<file path="src/rtl/ex_stage_pkg.sv">
// Shared encodings for the execute stage: ALU classes, funct codes,
// FSM state type, EX/MEM register layout and the default multiply length.
package ex_stage_pkg;

  localparam int MUL_CYCLES = 32;

  localparam logic [2:0] ALU_ADD   = 3'b000;
  localparam logic [2:0] ALU_SUB   = 3'b001;
  localparam logic [2:0] ALU_FUNCT = 3'b010;
  localparam logic [2:0] ALU_AND   = 3'b011;
  localparam logic [2:0] ALU_OR    = 3'b100;
  localparam logic [2:0] ALU_SLT   = 3'b101;

  localparam logic [5:0] FN_ADD = 6'h20;
  localparam logic [5:0] FN_SUB = 6'h22;
  localparam logic [5:0] FN_AND = 6'h24;
  localparam logic [5:0] FN_OR  = 6'h25;
  localparam logic [5:0] FN_SLT = 6'h2A;
  localparam logic [5:0] FN_MUL = 6'h18;

  typedef enum logic {IDLE = 1'b0, MUL = 1'b1} exState_e;

  typedef struct packed {
    logic [31:0] aluResult;
    logic [31:0] writeData;
    logic [31:0] branchTarget;
    logic [4:0]  writeReg;
    logic        zero;
    logic        hit;
    logic        memtoReg;
    logic        regWrite;
    logic        memRead;
    logic        memWrite;
    logic        branch;
  } exMem_t;

endpackage

</file>
<file path="src/rtl/ex_stage_if.sv">
// ID/EX inputs and EX/MEM outputs of the execute stage, bundled as one bus.
// Handshake: hit is a per-cycle advance strobe; while busy=1 the stage ignores hit and upstream must hold.
interface ex_stage_if;
  logic        hit;
  logic [31:0] readData1;
  logic [31:0] readData2;
  logic [31:0] signExImmediate;
  logic [31:0] nextPC;
  logic        RegDst;
  logic        ALUSrc;
  logic        MemtoReg;
  logic        RegWrite;
  logic        MemRead;
  logic        MemWrite;
  logic        Branch;
  logic [2:0]  ALUOp;
  logic [4:0]  rt;
  logic [4:0]  rd;
  logic [5:0]  funct;

  logic [31:0] aluResultOut;
  logic [31:0] writeDataOut;
  logic [31:0] branchTargetOut;
  logic [4:0]  writeRegOut;
  logic        zeroOut;
  logic        hitOut;
  logic        MemtoRegOut;
  logic        RegWriteOut;
  logic        MemReadOut;
  logic        MemWriteOut;
  logic        BranchOut;
  logic        busy;

  modport master (
    output hit, readData1, readData2, signExImmediate, nextPC, RegDst, ALUSrc,
           MemtoReg, RegWrite, MemRead, MemWrite, Branch, ALUOp, rt, rd, funct,
    input  aluResultOut, writeDataOut, branchTargetOut, writeRegOut, zeroOut, hitOut,
           MemtoRegOut, RegWriteOut, MemReadOut, MemWriteOut, BranchOut, busy
  );

  modport slave (
    input  hit, readData1, readData2, signExImmediate, nextPC, RegDst, ALUSrc,
           MemtoReg, RegWrite, MemRead, MemWrite, Branch, ALUOp, rt, rd, funct,
    output aluResultOut, writeDataOut, branchTargetOut, writeRegOut, zeroOut, hitOut,
           MemtoRegOut, RegWriteOut, MemReadOut, MemWriteOut, BranchOut, busy
  );
endinterface

</file>
<file path="src/rtl/ex_stage_seq_mul.sv">
// Iterative shift-add multiplier returning the low W bits of a*b.
// start loads operands; done is high during the final iteration with product valid.
module seq_mul #(
  parameter int MUL_CYCLES = 32,
  parameter int W          = 32
) (
  input  logic         clk,
  input  logic         rst_n,
  input  logic         start,
  input  logic [W-1:0] a,
  input  logic [W-1:0] b,
  output logic         done,
  output logic [W-1:0] product
);
  localparam int CW = (MUL_CYCLES > 1) ? $clog2(MUL_CYCLES) : 1;

  logic          running;
  logic [CW-1:0] cnt;
  logic [W-1:0]  acc;
  logic [W-1:0]  mcand;
  logic [W-1:0]  mplr;
  logic [W-1:0]  accNext;

  always_comb begin
    accNext = acc + (mplr[0] ? mcand : '0);
    done    = running && (cnt == CW'(MUL_CYCLES - 1));
    product = accNext;
  end

  always_ff @(posedge clk or negedge rst_n) begin
    if (!rst_n) begin
      running <= 1'b0;
      cnt     <= '0;
      acc     <= '0;
      mcand   <= '0;
      mplr    <= '0;
    end else if (start) begin
      running <= 1'b1;
      cnt     <= '0;
      acc     <= '0;
      mcand   <= a;
      mplr    <= b;
    end else if (running) begin
      acc   <= accNext;
      mcand <= mcand << 1;
      mplr  <= mplr >> 1;
      cnt   <= cnt + 1'b1;
      if (done) running <= 1'b0;
    end
  end
endmodule

</file>
<file path="src/rtl/ex_stage.sv">
// Execute stage: operand mux, single-cycle ALU, branch target, and the EX/MEM
// register; multiplies park the fields and wait on seq_mul while busy.
module ex_stage #(
  parameter int MUL_CYCLES = ex_stage_pkg::MUL_CYCLES
) (
  input  logic                   clk,
  input  logic                   rst_n,
  ex_stage_if.slave              bus,
  output ex_stage_pkg::exState_e stateDbg
);
  import ex_stage_pkg::*;

  exState_e    state, stateNext;
  logic [31:0] opB;
  logic [31:0] aluRes;
  logic        isMul;
  logic        mulStart;
  logic        mulDone;
  logic [31:0] mulProduct;
  exMem_t      cur, held, outReg, outNext;

  always_comb begin
    opB    = bus.ALUSrc ? bus.signExImmediate : bus.readData2;
    aluRes = '0;
    isMul  = 1'b0;
    case (bus.ALUOp)
      ALU_ADD: aluRes = bus.readData1 + opB;
      ALU_SUB: aluRes = bus.readData1 - opB;
      ALU_AND: aluRes = bus.readData1 & opB;
      ALU_OR:  aluRes = bus.readData1 | opB;
      ALU_SLT: aluRes = {31'd0, $signed(bus.readData1) < $signed(opB)};
      ALU_FUNCT: begin
        case (bus.funct)
          FN_ADD:  aluRes = bus.readData1 + opB;
          FN_SUB:  aluRes = bus.readData1 - opB;
          FN_AND:  aluRes = bus.readData1 & opB;
          FN_OR:   aluRes = bus.readData1 | opB;
          FN_SLT:  aluRes = {31'd0, $signed(bus.readData1) < $signed(opB)};
          FN_MUL:  isMul  = 1'b1;
          default: aluRes = '0;
        endcase
      end
      default: aluRes = bus.readData1 + opB;
    endcase
  end

  always_comb begin
    cur.aluResult    = aluRes;
    cur.writeData    = bus.readData2;
    cur.branchTarget = bus.nextPC + (bus.signExImmediate << 2);
    cur.writeReg     = bus.RegDst ? bus.rd : bus.rt;
    cur.zero         = (aluRes == 32'd0);
    cur.hit          = 1'b1;
    cur.memtoReg     = bus.MemtoReg;
    cur.regWrite     = bus.RegWrite;
    cur.memRead      = bus.MemRead;
    cur.memWrite     = bus.MemWrite;
    cur.branch       = bus.Branch;
  end

  // The completing edge returns to IDLE without looking at hit, so no
  // instruction can slip in alongside the multiply result.
  always_comb begin
    stateNext = state;
    mulStart  = 1'b0;
    outNext   = outReg;
    case (state)
      IDLE: begin
        if (bus.hit) begin
          if (isMul) begin
            mulStart  = 1'b1;
            stateNext = MUL;
          end else begin
            outNext = cur;
          end
        end
      end
      MUL: begin
        if (mulDone) begin
          outNext           = held;
          outNext.aluResult = mulProduct;
          outNext.zero      = (mulProduct == 32'd0);
          stateNext         = IDLE;
        end
      end
      default: stateNext = IDLE;
    endcase
  end

  always_ff @(posedge clk or negedge rst_n) begin
    if (!rst_n) begin
      state  <= IDLE;
      outReg <= '0;
      held   <= '0;
    end else begin
      state  <= stateNext;
      outReg <= outNext;
      if (mulStart) held <= cur;
    end
  end

  seq_mul #(.MUL_CYCLES(MUL_CYCLES), .W(32)) u_mul (
    .clk     (clk),
    .rst_n   (rst_n),
    .start   (mulStart),
    .a       (bus.readData1),
    .b       (opB),
    .done    (mulDone),
    .product (mulProduct)
  );

  assign bus.aluResultOut    = outReg.aluResult;
  assign bus.writeDataOut    = outReg.writeData;
  assign bus.branchTargetOut = outReg.branchTarget;
  assign bus.writeRegOut     = outReg.writeReg;
  assign bus.zeroOut         = outReg.zero;
  assign bus.hitOut          = outReg.hit;
  assign bus.MemtoRegOut     = outReg.memtoReg;
  assign bus.RegWriteOut     = outReg.regWrite;
  assign bus.MemReadOut      = outReg.memRead;
  assign bus.MemWriteOut     = outReg.memWrite;
  assign bus.BranchOut       = outReg.branch;
  assign bus.busy            = (state == MUL);
  assign stateDbg            = state;
endmodule

</file>
<file path="src/flat_wrapper.sv">
// flat-port wrapper written by rule: the top's interface ports become plain ports
module ex_stage_flat import ex_stage_pkg::*;
#(
  parameter int MUL_CYCLES = ex_stage_pkg::MUL_CYCLES
)
  (clk, rst_n, stateDbg, bus_hit, bus_readData1, bus_readData2, bus_signExImmediate, bus_nextPC, bus_RegDst, bus_ALUSrc, bus_MemtoReg, bus_RegWrite, bus_MemRead, bus_MemWrite, bus_Branch, bus_ALUOp, bus_rt, bus_rd, bus_funct, bus_aluResultOut, bus_writeDataOut, bus_branchTargetOut, bus_writeRegOut, bus_zeroOut, bus_hitOut, bus_MemtoRegOut, bus_RegWriteOut, bus_MemReadOut, bus_MemWriteOut, bus_BranchOut, bus_busy);
  ex_stage_if bus_i ();
  input  logic clk;
  input  logic rst_n;
  output ex_stage_pkg::exState_e stateDbg;
  input wire logic [$bits(bus_i.hit)-1:0] bus_hit;
  input wire logic [$bits(bus_i.readData1)-1:0] bus_readData1;
  input wire logic [$bits(bus_i.readData2)-1:0] bus_readData2;
  input wire logic [$bits(bus_i.signExImmediate)-1:0] bus_signExImmediate;
  input wire logic [$bits(bus_i.nextPC)-1:0] bus_nextPC;
  input wire logic [$bits(bus_i.RegDst)-1:0] bus_RegDst;
  input wire logic [$bits(bus_i.ALUSrc)-1:0] bus_ALUSrc;
  input wire logic [$bits(bus_i.MemtoReg)-1:0] bus_MemtoReg;
  input wire logic [$bits(bus_i.RegWrite)-1:0] bus_RegWrite;
  input wire logic [$bits(bus_i.MemRead)-1:0] bus_MemRead;
  input wire logic [$bits(bus_i.MemWrite)-1:0] bus_MemWrite;
  input wire logic [$bits(bus_i.Branch)-1:0] bus_Branch;
  input wire logic [$bits(bus_i.ALUOp)-1:0] bus_ALUOp;
  input wire logic [$bits(bus_i.rt)-1:0] bus_rt;
  input wire logic [$bits(bus_i.rd)-1:0] bus_rd;
  input wire logic [$bits(bus_i.funct)-1:0] bus_funct;
  output wire logic [$bits(bus_i.aluResultOut)-1:0] bus_aluResultOut;
  output wire logic [$bits(bus_i.writeDataOut)-1:0] bus_writeDataOut;
  output wire logic [$bits(bus_i.branchTargetOut)-1:0] bus_branchTargetOut;
  output wire logic [$bits(bus_i.writeRegOut)-1:0] bus_writeRegOut;
  output wire logic [$bits(bus_i.zeroOut)-1:0] bus_zeroOut;
  output wire logic [$bits(bus_i.hitOut)-1:0] bus_hitOut;
  output wire logic [$bits(bus_i.MemtoRegOut)-1:0] bus_MemtoRegOut;
  output wire logic [$bits(bus_i.RegWriteOut)-1:0] bus_RegWriteOut;
  output wire logic [$bits(bus_i.MemReadOut)-1:0] bus_MemReadOut;
  output wire logic [$bits(bus_i.MemWriteOut)-1:0] bus_MemWriteOut;
  output wire logic [$bits(bus_i.BranchOut)-1:0] bus_BranchOut;
  output wire logic [$bits(bus_i.busy)-1:0] bus_busy;
  assign bus_i.hit = bus_hit;
  assign bus_i.readData1 = bus_readData1;
  assign bus_i.readData2 = bus_readData2;
  assign bus_i.signExImmediate = bus_signExImmediate;
  assign bus_i.nextPC = bus_nextPC;
  assign bus_i.RegDst = bus_RegDst;
  assign bus_i.ALUSrc = bus_ALUSrc;
  assign bus_i.MemtoReg = bus_MemtoReg;
  assign bus_i.RegWrite = bus_RegWrite;
  assign bus_i.MemRead = bus_MemRead;
  assign bus_i.MemWrite = bus_MemWrite;
  assign bus_i.Branch = bus_Branch;
  assign bus_i.ALUOp = bus_ALUOp;
  assign bus_i.rt = bus_rt;
  assign bus_i.rd = bus_rd;
  assign bus_i.funct = bus_funct;
  assign bus_aluResultOut = bus_i.aluResultOut;
  assign bus_writeDataOut = bus_i.writeDataOut;
  assign bus_branchTargetOut = bus_i.branchTargetOut;
  assign bus_writeRegOut = bus_i.writeRegOut;
  assign bus_zeroOut = bus_i.zeroOut;
  assign bus_hitOut = bus_i.hitOut;
  assign bus_MemtoRegOut = bus_i.MemtoRegOut;
  assign bus_RegWriteOut = bus_i.RegWriteOut;
  assign bus_MemReadOut = bus_i.MemReadOut;
  assign bus_MemWriteOut = bus_i.MemWriteOut;
  assign bus_BranchOut = bus_i.BranchOut;
  assign bus_busy = bus_i.busy;
  ex_stage #(.MUL_CYCLES(MUL_CYCLES)) u_core (.clk(clk), .rst_n(rst_n), .bus(bus_i), .stateDbg(stateDbg));
endmodule
</file>
<file path="config.mk">
export PLATFORM = sky130hd
export DESIGN_NAME = ex_stage_flat
export DESIGN_NICKNAME = d
export VERILOG_FILES = /design/src/rtl/ex_stage_pkg.sv /design/src/rtl/ex_stage_if.sv /design/src/rtl/ex_stage_seq_mul.sv /design/src/rtl/ex_stage.sv /design/src/flat_wrapper.sv
export SDC_FILE = /design/constraint.sdc
export NUM_CORES = 1
export LEC_CHECK = 0
export CORE_MARGIN = 4
export CORE_UTILIZATION = 50
export CTS_BUF_LIST = sky130_fd_sc_hd__clkbuf_8 sky130_fd_sc_hd__clkbuf_16
export DETAILED_ROUTE_END_ITERATION = 12
export MAX_ROUTING_LAYER = met4
export PLACE_DENSITY = 0.75
export REMOVE_ABC_BUFFERS = 1
export SYNTH_ARGS = -nofsm -noshare
export SYNTH_HDL_FRONTEND = slang
export SYNTH_HIERARCHICAL = 1
export SYNTH_SLANG_ARGS = --single-unit
</file>
<file path="constraint.sdc">
create_clock -name clk -period 6.12 [get_ports clk]
set_input_delay 0.612 -clock clk [delete_from_list [all_inputs] [get_ports clk]]
set_output_delay 0.612 -clock clk [all_outputs]
set_load 0.1 [all_outputs]
</file>
==> metrics.sh <==
STATUS='completed'
NUMBER_OF_NETS_IN_THE_LAYOUT=3181
DRT_FIRST_ITER_VIOLATIONS=2115
NUMPORTBUFFERS=266
GRT_START_MAX_NET_PINS=149
FIRSTDRTPASSITERS=7
NUMBER_OF_BUFFERS_INSERTED_BY_POST_CTS_SETUP_REPAIR=0
POWER.IR.VDD_WORST_V=0.0002455
FIN_HOLD_WS_NS=0.05587
ACHIEVABLE-FREQUENCY_MHz=195.0
CLOCK-SKEW-FINAL_NS=0.02063
DIEHEIGHT_UM=218.7
CTS_SINKS=286
SYNTH_TOP_CELL_BY_AREA='dfrtp_1'
NUMBER_OF_FLOPS_MAPPED_TO_ENABLE_CELLS_BY_YOSYS=0
WORST-ENDPOINT-ARRIVAL_NS=5.62
CLOCK_PATH_BUFFERS=3
POWER_FRAC_CLOCK_PCT=23.2
DESIGN.PORTCOUNT=267
TIGHTEST_SLEW_NS=1.226
ROUTED_WIRELENGTH_UM=80060
DESIGN.DIE.AREA_MM2=0.04783
MAX_STAGE_DELAY_NS=0.57
FF2FF_SETUP_SLACK_NS=1.02
GRT_PASS1_WL_UM=123100
TIMING.CRITICAL_PATH.CELLS='clkdlybuf4s50_1, mux2i_1, inv_1, ha_1, fa_1, a211oi_1, nor2_1, a211o_1, a221o_1, or4b_1, a2111oi_2, nand4b_1, nor4_1, buf_4, nand4_1, nor3_2, a31o_1'
CRITICAL_PATH.ENDPOINT_TYPE='flop'
ANTENNA_LEFT=0
DESIGN.CORE.AREA_MM2=0.04346
SETUP_VIOL=0
PROPORTION_OF_TOTAL_POWER_DUE_TO_NET_SWITCHING_PCT=45.84
POWER.DENSITY_mW_PER_MM2=353.4
INITIAL_CELL_DENSITY_OF_THE_CORE_PCT=51.07
CLK_ROOT_BUFFER_CELL='clkbuf_16'
SYNTHESIS.AREA_PER_INSTANCE_UM2=8.313
TIMING.MAX_CAP.VIOLATIONS=0
PERIOD_NEEDED_NS=5.129
TIMING.CRITICAL_PATH.FANOUT_MAX=5
CLOCK_TREE.HTREE_LEVEL_COUNT=2
ROUTED-WL-MET3_UM=6362
WIRELENGTH_MET1_UM=34530
POWER_FRAC_SEQ_PCT=25.5
GRT-OVFL-TOTAL=0
CORE.ROWCOUNT=76
CRITPATHKIND='input pin to flop'
NUMBER_OF_VIAS_PER_CELL=6.195
VIA_COUNT_OF_THE_FIRST_GLOBAL_ROUTING_PASS=21368
YOSYS.AREA.TOP_TYPE_SHARE_PCT=32.25
GPL.FINAL_WEIGHTED_CONGESTION=0.9801
UNREPAIRED_SETUP_ENDPOINTS_AFTER_GLOBAL_ROUTING='false'
SYNTHESIS.AREA_MM2=0.02220
WORSTSETUPSTARTPOINTTYPE='input pin'
NET-SWITCHING-POWER_uW=4309
POST_SYNTH_MAIN_AREA_CONTRIBUTORS='dfrtp_1 32%, ha_1 9.0%, mux2i_1 8.2%'
FINAL_LAYOUT_SIZE_SUFFIX_GT1_SHARE_PCT=6.932
POST_SYNTHESIS_SEQUENTIAL_ELEMENT_COUNT=286
VIA_COUNT=21509
SYNTH.YOSYS.SEQ_AREA_SHARE_PCT=32.25
ASYNC_FLOP_SHARE_PCT=100.0
HOLD_CLASS='input pin to asynchronous set/reset pin'
SEQ_AREA_MM2=0.007164
GRT_UTIL_ALL_LAYERS_PCT=33.65
REGISTER_CLOCK_PIN_SLEW_ON_THE_REPORTED_WORST_SETUP_AND_HOLD_PATHS_NS=0.06
FINAL_MIN_PERIOD_OVER_CLOCK_PERIOD_PCT=83.81
AREA_OCCUPIED_BY_MULTI_INPUT_GATES_MM2=0.01389
CP_NUM_BUF_INV=3
PLACE_HPWL_UM=58870
DIE_X_UM=218.7
P_LEAK_uW=0.01144
SYNTHTOLAYOUTAREAGROWTH_PCT=19.84
SYNTHCELLS=2670
CTS_HOLD_BUFFERS=0
FILLERINSTANCES=3854
GRT_ANTENNA_BEFORE_REPAIR=2
POWER.COMBINATIONAL.FRACTION_PCT=51.3
REQUIRED_TIME_REPORTED_FOR_THE_CRITICAL_PATH_ENDPOINT_NS=6.61
NUMBER_OF_INSTANCES_RESIZED_DURING_POST_CTS_REPAIR=0
TRITONCTS.NUM_BUFFERS=36
CP_TOP_FAMILY='compound AO/OA/AOI/OAI gates'
SYNTH-MAIN-FF-CELL='dfrtp_1'
TRITONCTS='built'
FINAL_MAX_SLEW_VIOL_COUNT=0
CRIT_SLOWEST_CELL='or4b_1'
MET2WIRELENGTH_UM=36370
ROUTEDWLPERCELL_UM=23.06
YOSYS_WARNINGS=6
REMAINING_DRC_ERRORS=0
SYNTH_CELL_TYPE_COUNT=105
P_INT_uW=5091
UPPERMOST_LAYER_ROUTED='met4'
TIMING.SETUP.TNS_NS=0
MAX-SLEW-MARGIN-REL_PCT=17.97
TIMING.FINAL.HOLD_VIOLATIONS=0
CLOCK_INSERTION_DELAY_WORST_SKEW_NS=0.55
## sequential cells by signal, indices dropped and copies added (netlist names)
signal and cells:
u_core/bus.MemtoRegOut 1, u_core/bus.BranchOut 1, u_core/bus.writeDataOut 32, u_core/u_mul/running 1
u_core/bus.busy 1, u_core/bus.MemWriteOut 1, u_core/u_mul/mplr 32, u_core/bus.writeRegOut 5
u_core/bus.RegWriteOut 1, u_core/bus.branchTargetOut 32, u_core/u_mul/acc 32, u_core/bus.zeroOut 1
u_core/u_mul/mcand 32, u_core/bus.MemReadOut 1, u_core/bus.aluResultOut 32, u_core/u_mul/cnt 5
u_core/bus.hitOut 1, u_core/held 75
## path summary, 6_finish.rpt
check / depth (start not counted) / to / startpoint
max: 17 / u_core/bus.zeroOut / bus_readData2[0]
min: 1 / u_core/bus.writeDataOut[0] / rst_n
min in group clk: 2 / u_core/held[50] / u_core/held[50]
max reg2reg: 15 / u_core/bus.zeroOut / u_core/u_mul/mplr[0]
max in group asynchronous: 2 / u_core/bus.busy / rst_n
min reg2reg: 2 / u_core/held[50] / u_core/held[50]
## synth_stat cells (39+ instances only)
library cell  number
xnor2_1           48
nand2_1          394
nor2_1           206
and2_1            42
a21o_1            39
ha_1             160
o21ai_0          234
inv_1            116
dfrtp_1          286
mux2i_1          182
clkbuf_1         113
a21oi_1          202
## stage by stage
step                      cell area [µm²]  utilization (%)  std cells  total power, µW  setup WS, ns
after floorplan                     21480                -       2501             5760        -3.444
after global placement              25390            58.42       3407             7074        0.6509
after detailed placement            25390            58.42       3407             7116        0.5306
after CTS                           26590            61.19       3470             9342         1.074
after global routing                26600            61.21       3472             9870        0.8220
final                               26600            61.21       3472             9400        0.9906
## power by group through the flow
stage	Sequential, µW	Combinational (µW)	Clock, µW
floorplan	3220	2540	0
global route	2430	5130	2300
detailed placement	2420	4700	0
global placement	2410	4670	0
finish	2400	4820	2180
CTS	2390	4730	2220
## metal layers
metal / global-route usage, % / vias to the layer above
li1: - / 9908
met1: 44.93 / 10458
met2: 52.42 / 961
met3: 5.812 / 182
met4: 10.91 / 0
met5: - / -
## cell families (layout without fill, tap and decap cells)
kind of cell,Yosys count,count (layout),share of synthesized area [%]
xor gates and xnor gates,81,81,3.196
muxes,202,202,9.223
other,0,2,0
and+or+nand+nor,868,868,17.95
DFF,286,286,32.25
buffers and inverters,286,501,5.192
AOI/OAI and AO/OA,783,783,22.81
adders and majority gates,164,164,9.380
## cell type report
type	instances	share of cell area [%]
clock buffers	44	3.843
flip-flops and latches	286	26.94
well taps	585	2.752
repair buffers	321	11.84
diodes	2	0.01882
multi-input cells	2098	52.24
inverters	117	1.670
clock inverters	19	0.6962
## layout by cell type, fill, tap and decap left out, types with 15 or more instances in the layout
cell type / count
inv_1: 115
mux2_2: 20
a31oi_1: 32
nand3_1: 29
clkbuf_16: 37
xnor2_1: 48
clkdlybuf4s50_1: 264
a221oi_1: 21
o221ai_1: 16
nor3_1: 28
xor2_1: 33
nor2b_1: 23
nand2_1: 393
a21o_1: 39
and2_1: 40
ha_1: 160
a211oi_1: 28
o21a_1: 15
o21bai_1: 17
o31ai_1: 18
buf_4: 49
dfrtp_1: 284
a21oi_1: 202
nor2_1: 206
nand4_1: 23
o22ai_1: 15
nor4_1: 16
nand2b_1: 19
o211ai_1: 16
o21ai_0: 234
mux2i_1: 182
and3_1: 16
No activity file was read; power rests on OpenSTA's default activity.
==> RTL change: new RTL, same flow settings <==
`MUL_CYCLES` is set to 32 in 2 places; all go to 128.
--- a/src/rtl/ex_stage_pkg.sv
+++ b/src/rtl/ex_stage_pkg.sv
@@ -4,3 +4,3 @@
 
-  localparam int MUL_CYCLES = 32;
+  localparam int MUL_CYCLES = 128;
 
--- a/src/rtl/ex_stage_seq_mul.sv
+++ b/src/rtl/ex_stage_seq_mul.sv
@@ -3,3 +3,3 @@
 module seq_mul #(
-  parameter int MUL_CYCLES = 32,
+  parameter int MUL_CYCLES = 128,
   parameter int W          = 32
Function: no difference found for any inputs over 4 cycles, from zero or initial values and one cycle with rst_n low; that may be too few to reach the edited logic, so the function may still have changed.
==> RTL change against the unedited design <==
  * Sequential cell count rose by 2
  * Via count up 2.3%
  * Worst setup slack better by 0.27 ns
  * Wire length up 1.2%
  * Utilization is 0.51 points lower
  * Design area grew 1.6%
  * Area after synthesis increased by 2.2%
  * Count of clock-buffer cells in the layout is 4 higher
Power is not compared: it rests on default switching activity, and its combinational part moved more than twofold at a synthesized area within 25%.
==> RTL change: results (changes against the unedited design) <==
Run status
  – Outcome: finished clean (unchanged)

Clock tree
  – Root Buffer: clkbuf_16 (unchanged)
  – Worst skew pair latency: 0.55 ns (about the same)
  – Resize count post-CTS: 0 (unchanged)
  – CTS Buf Count: 35 (was 36)
  – Clk buf depth: 3 (unchanged)
  – # H-tree levels: 2 (unchanged)
  – Postcts setup bufs: 0 (unchanged)

Global route
  – GR Util met3: 5.17% (was 5.81%)
  – Initial antenna violation count: 1 (was 2)
  – Pin count of the biggest net entering global routing: 130 (was 149)
  – Vias in the first global route: 21,500 (was 21,400)
  – First-pass GRT wire length: 124 mm (was 123 mm)
  – Overall routing resource usage: 32.5% (was 33.6%)
  – Met2 Usage GRT: 51.4% (was 52.4%)
  – M1 GR Usage: 42.3% (was 44.9%)

Route
  – Top Metal Used: met4 (unchanged)
  – Drt total wl: 81.0 mm (was 80.1 mm)
  – WL met3: 5.86 mm (was 6.36 mm)
  – M1 WL: 34.1 mm (was 34.5 mm)
  – Vias per inst: 6.16 (was 6.19)
  – Met2 wire len: 37.5 mm (was 36.4 mm)
  – Via count: 22,000 (was 21,500)
  – Initial DRC count: 1,906 (was 2,115)
  – Drt first pass iters: 5 (was 7)

Placed design
  – Placed Cells: 3,510 (was 3,407)
  – Dpl ws: 0.857 ns (was 0.531 ns)
  – Final Wtd Congestion: 1.03 (was 0.980)
  – PortBufs: 266 (unchanged)
  – Detailed placement HPWL: 60.5 mm (was 58.9 mm)

Layout
  – Nets: 3,275 (was 3,181)
  – Share of cells above drive strength 1: 5.71% (was 6.93%)
  – Reg with most FFs: u_core/held (unchanged)

Synthesis
  – Adder-cell area share of the yosys netlist: 9.13% (was 9.38%)
  – Post-synth top cells: 416 x nand2_1, 288 x dfrtp_1, 240 x o21ai_0 (was 394 x nand2_1, 286 x dfrtp_1, 234 x o21ai_0)
  – Largest family of logic cells by synthesized area: compound AO/OA/AOI/OAI gates (unchanged)
  – Avg Cell Area, Syn: 8.16 sq um (was 8.31 sq um)
  – Cell variety after synth: 102 (was 105)
  – Post-synthesis xor/xnor area fraction: 3.55% (was 3.20%)
  – Post-synthesis compound-gate area fraction: 23.2% (was 22.8%)
  – Top cells by area, synth: dfrtp_1 32%, ha_1 8.8%, mux2i_1 7.9%, nand2_1 6.9%, o21ai_0 5.3% (was dfrtp_1 32%, ha_1 9.0%, mux2i_1 8.2%, nand2_1 6.7%, o21ai_0 5.3%)
  – Post-synthesis mux area share: 8.80% (was 9.22%)
  – Sequential fraction of the synthesis area: 31.8% (was 32.2%)

Worst setup path
  – Reg2Reg Depth: 16 (was 15)
  – Worst path max stage delay: 0.71 ns (was 0.57 ns)
  – Critical-path maximum fanout: 34 (was 5)
  – Worst path slowest cell: dfrtp_1 (was or4b_1)
  – Reg2reg setup slack: 1.26 ns (was 1.02 ns)

Worst hold path
  – Worst Hold Class: input port to asynchronous set/reset pin (unchanged)

Timing
  – Layout Skew: 0.0192 ns (was 0.0206 ns)
  – Slew margin rel.: 29.5% (was 18.0%)

Pwr
  – Pint: 3.75 mW
[RTL change: worst max-delay path by stage]
stage / slack [ns] / start / depth (start not counted) / endpoint
2_1_floorplan: -4.71 / u_core/bus.busy / 4 / u_core/bus.BranchOut
4_1_cts: 1.42 / bus_ALUSrc / 16 / u_core/bus.zeroOut
3_5_place_dp: 0.86 / bus_ALUSrc / 16 / u_core/bus.zeroOut
6_report: 1.26 / u_core/u_mul/mplr[0] / 16 / u_core/bus.zeroOut
5_1_grt: 1.07 / u_core/u_mul/mplr[0] / 16 / u_core/bus.zeroOut
3_3_place_gp: 0.97 / bus_ALUSrc / 16 / u_core/bus.zeroOut
[RTL change: worst max-delay path: cells and delay by family, from the launching register on]
family,cells,cell delay [ns]
flops,1,0.71
simple gates,7,2.05
fa+ha+maj,2,0.67
xor+xnor,1,0.22
compound gates,6,1.12
[RTL change: cell type report]
type,instances,area (sq um)
fill,3963,17500
multi-input combinational,2214,14400
sequential,288,7210
timing repair buffer,307,3010
clock buffer,48,1080
tap,592,741
inverter,109,414
clock inverter,12,155
antenna,1,2.50
[RTL change: through the flow]
step	area, sq um	setup TNS (ns)	hold WS [ns]	utilization (%)
3_5_place_dp	25800	0	0.456	57.9
3_3_place_gp	25800	0	0.451	57.9
6_report	27000	0	0.0561	60.7
4_1_cts	27000	0	0.0922	60.7
5_1_grt	27000	0	0.116	60.7
2_1_floorplan	22000	-900.33	0.316	-
[RTL change: cells by family after synthesis]
kind of cell               after synthesis
muxes                                  197
DFF                                    288
AOI/OAI and AO/OA                      824
buffers and inverters                  276
adders and majority gates              163
xor gates and xnor gates                92
and+or+nand+nor                        938
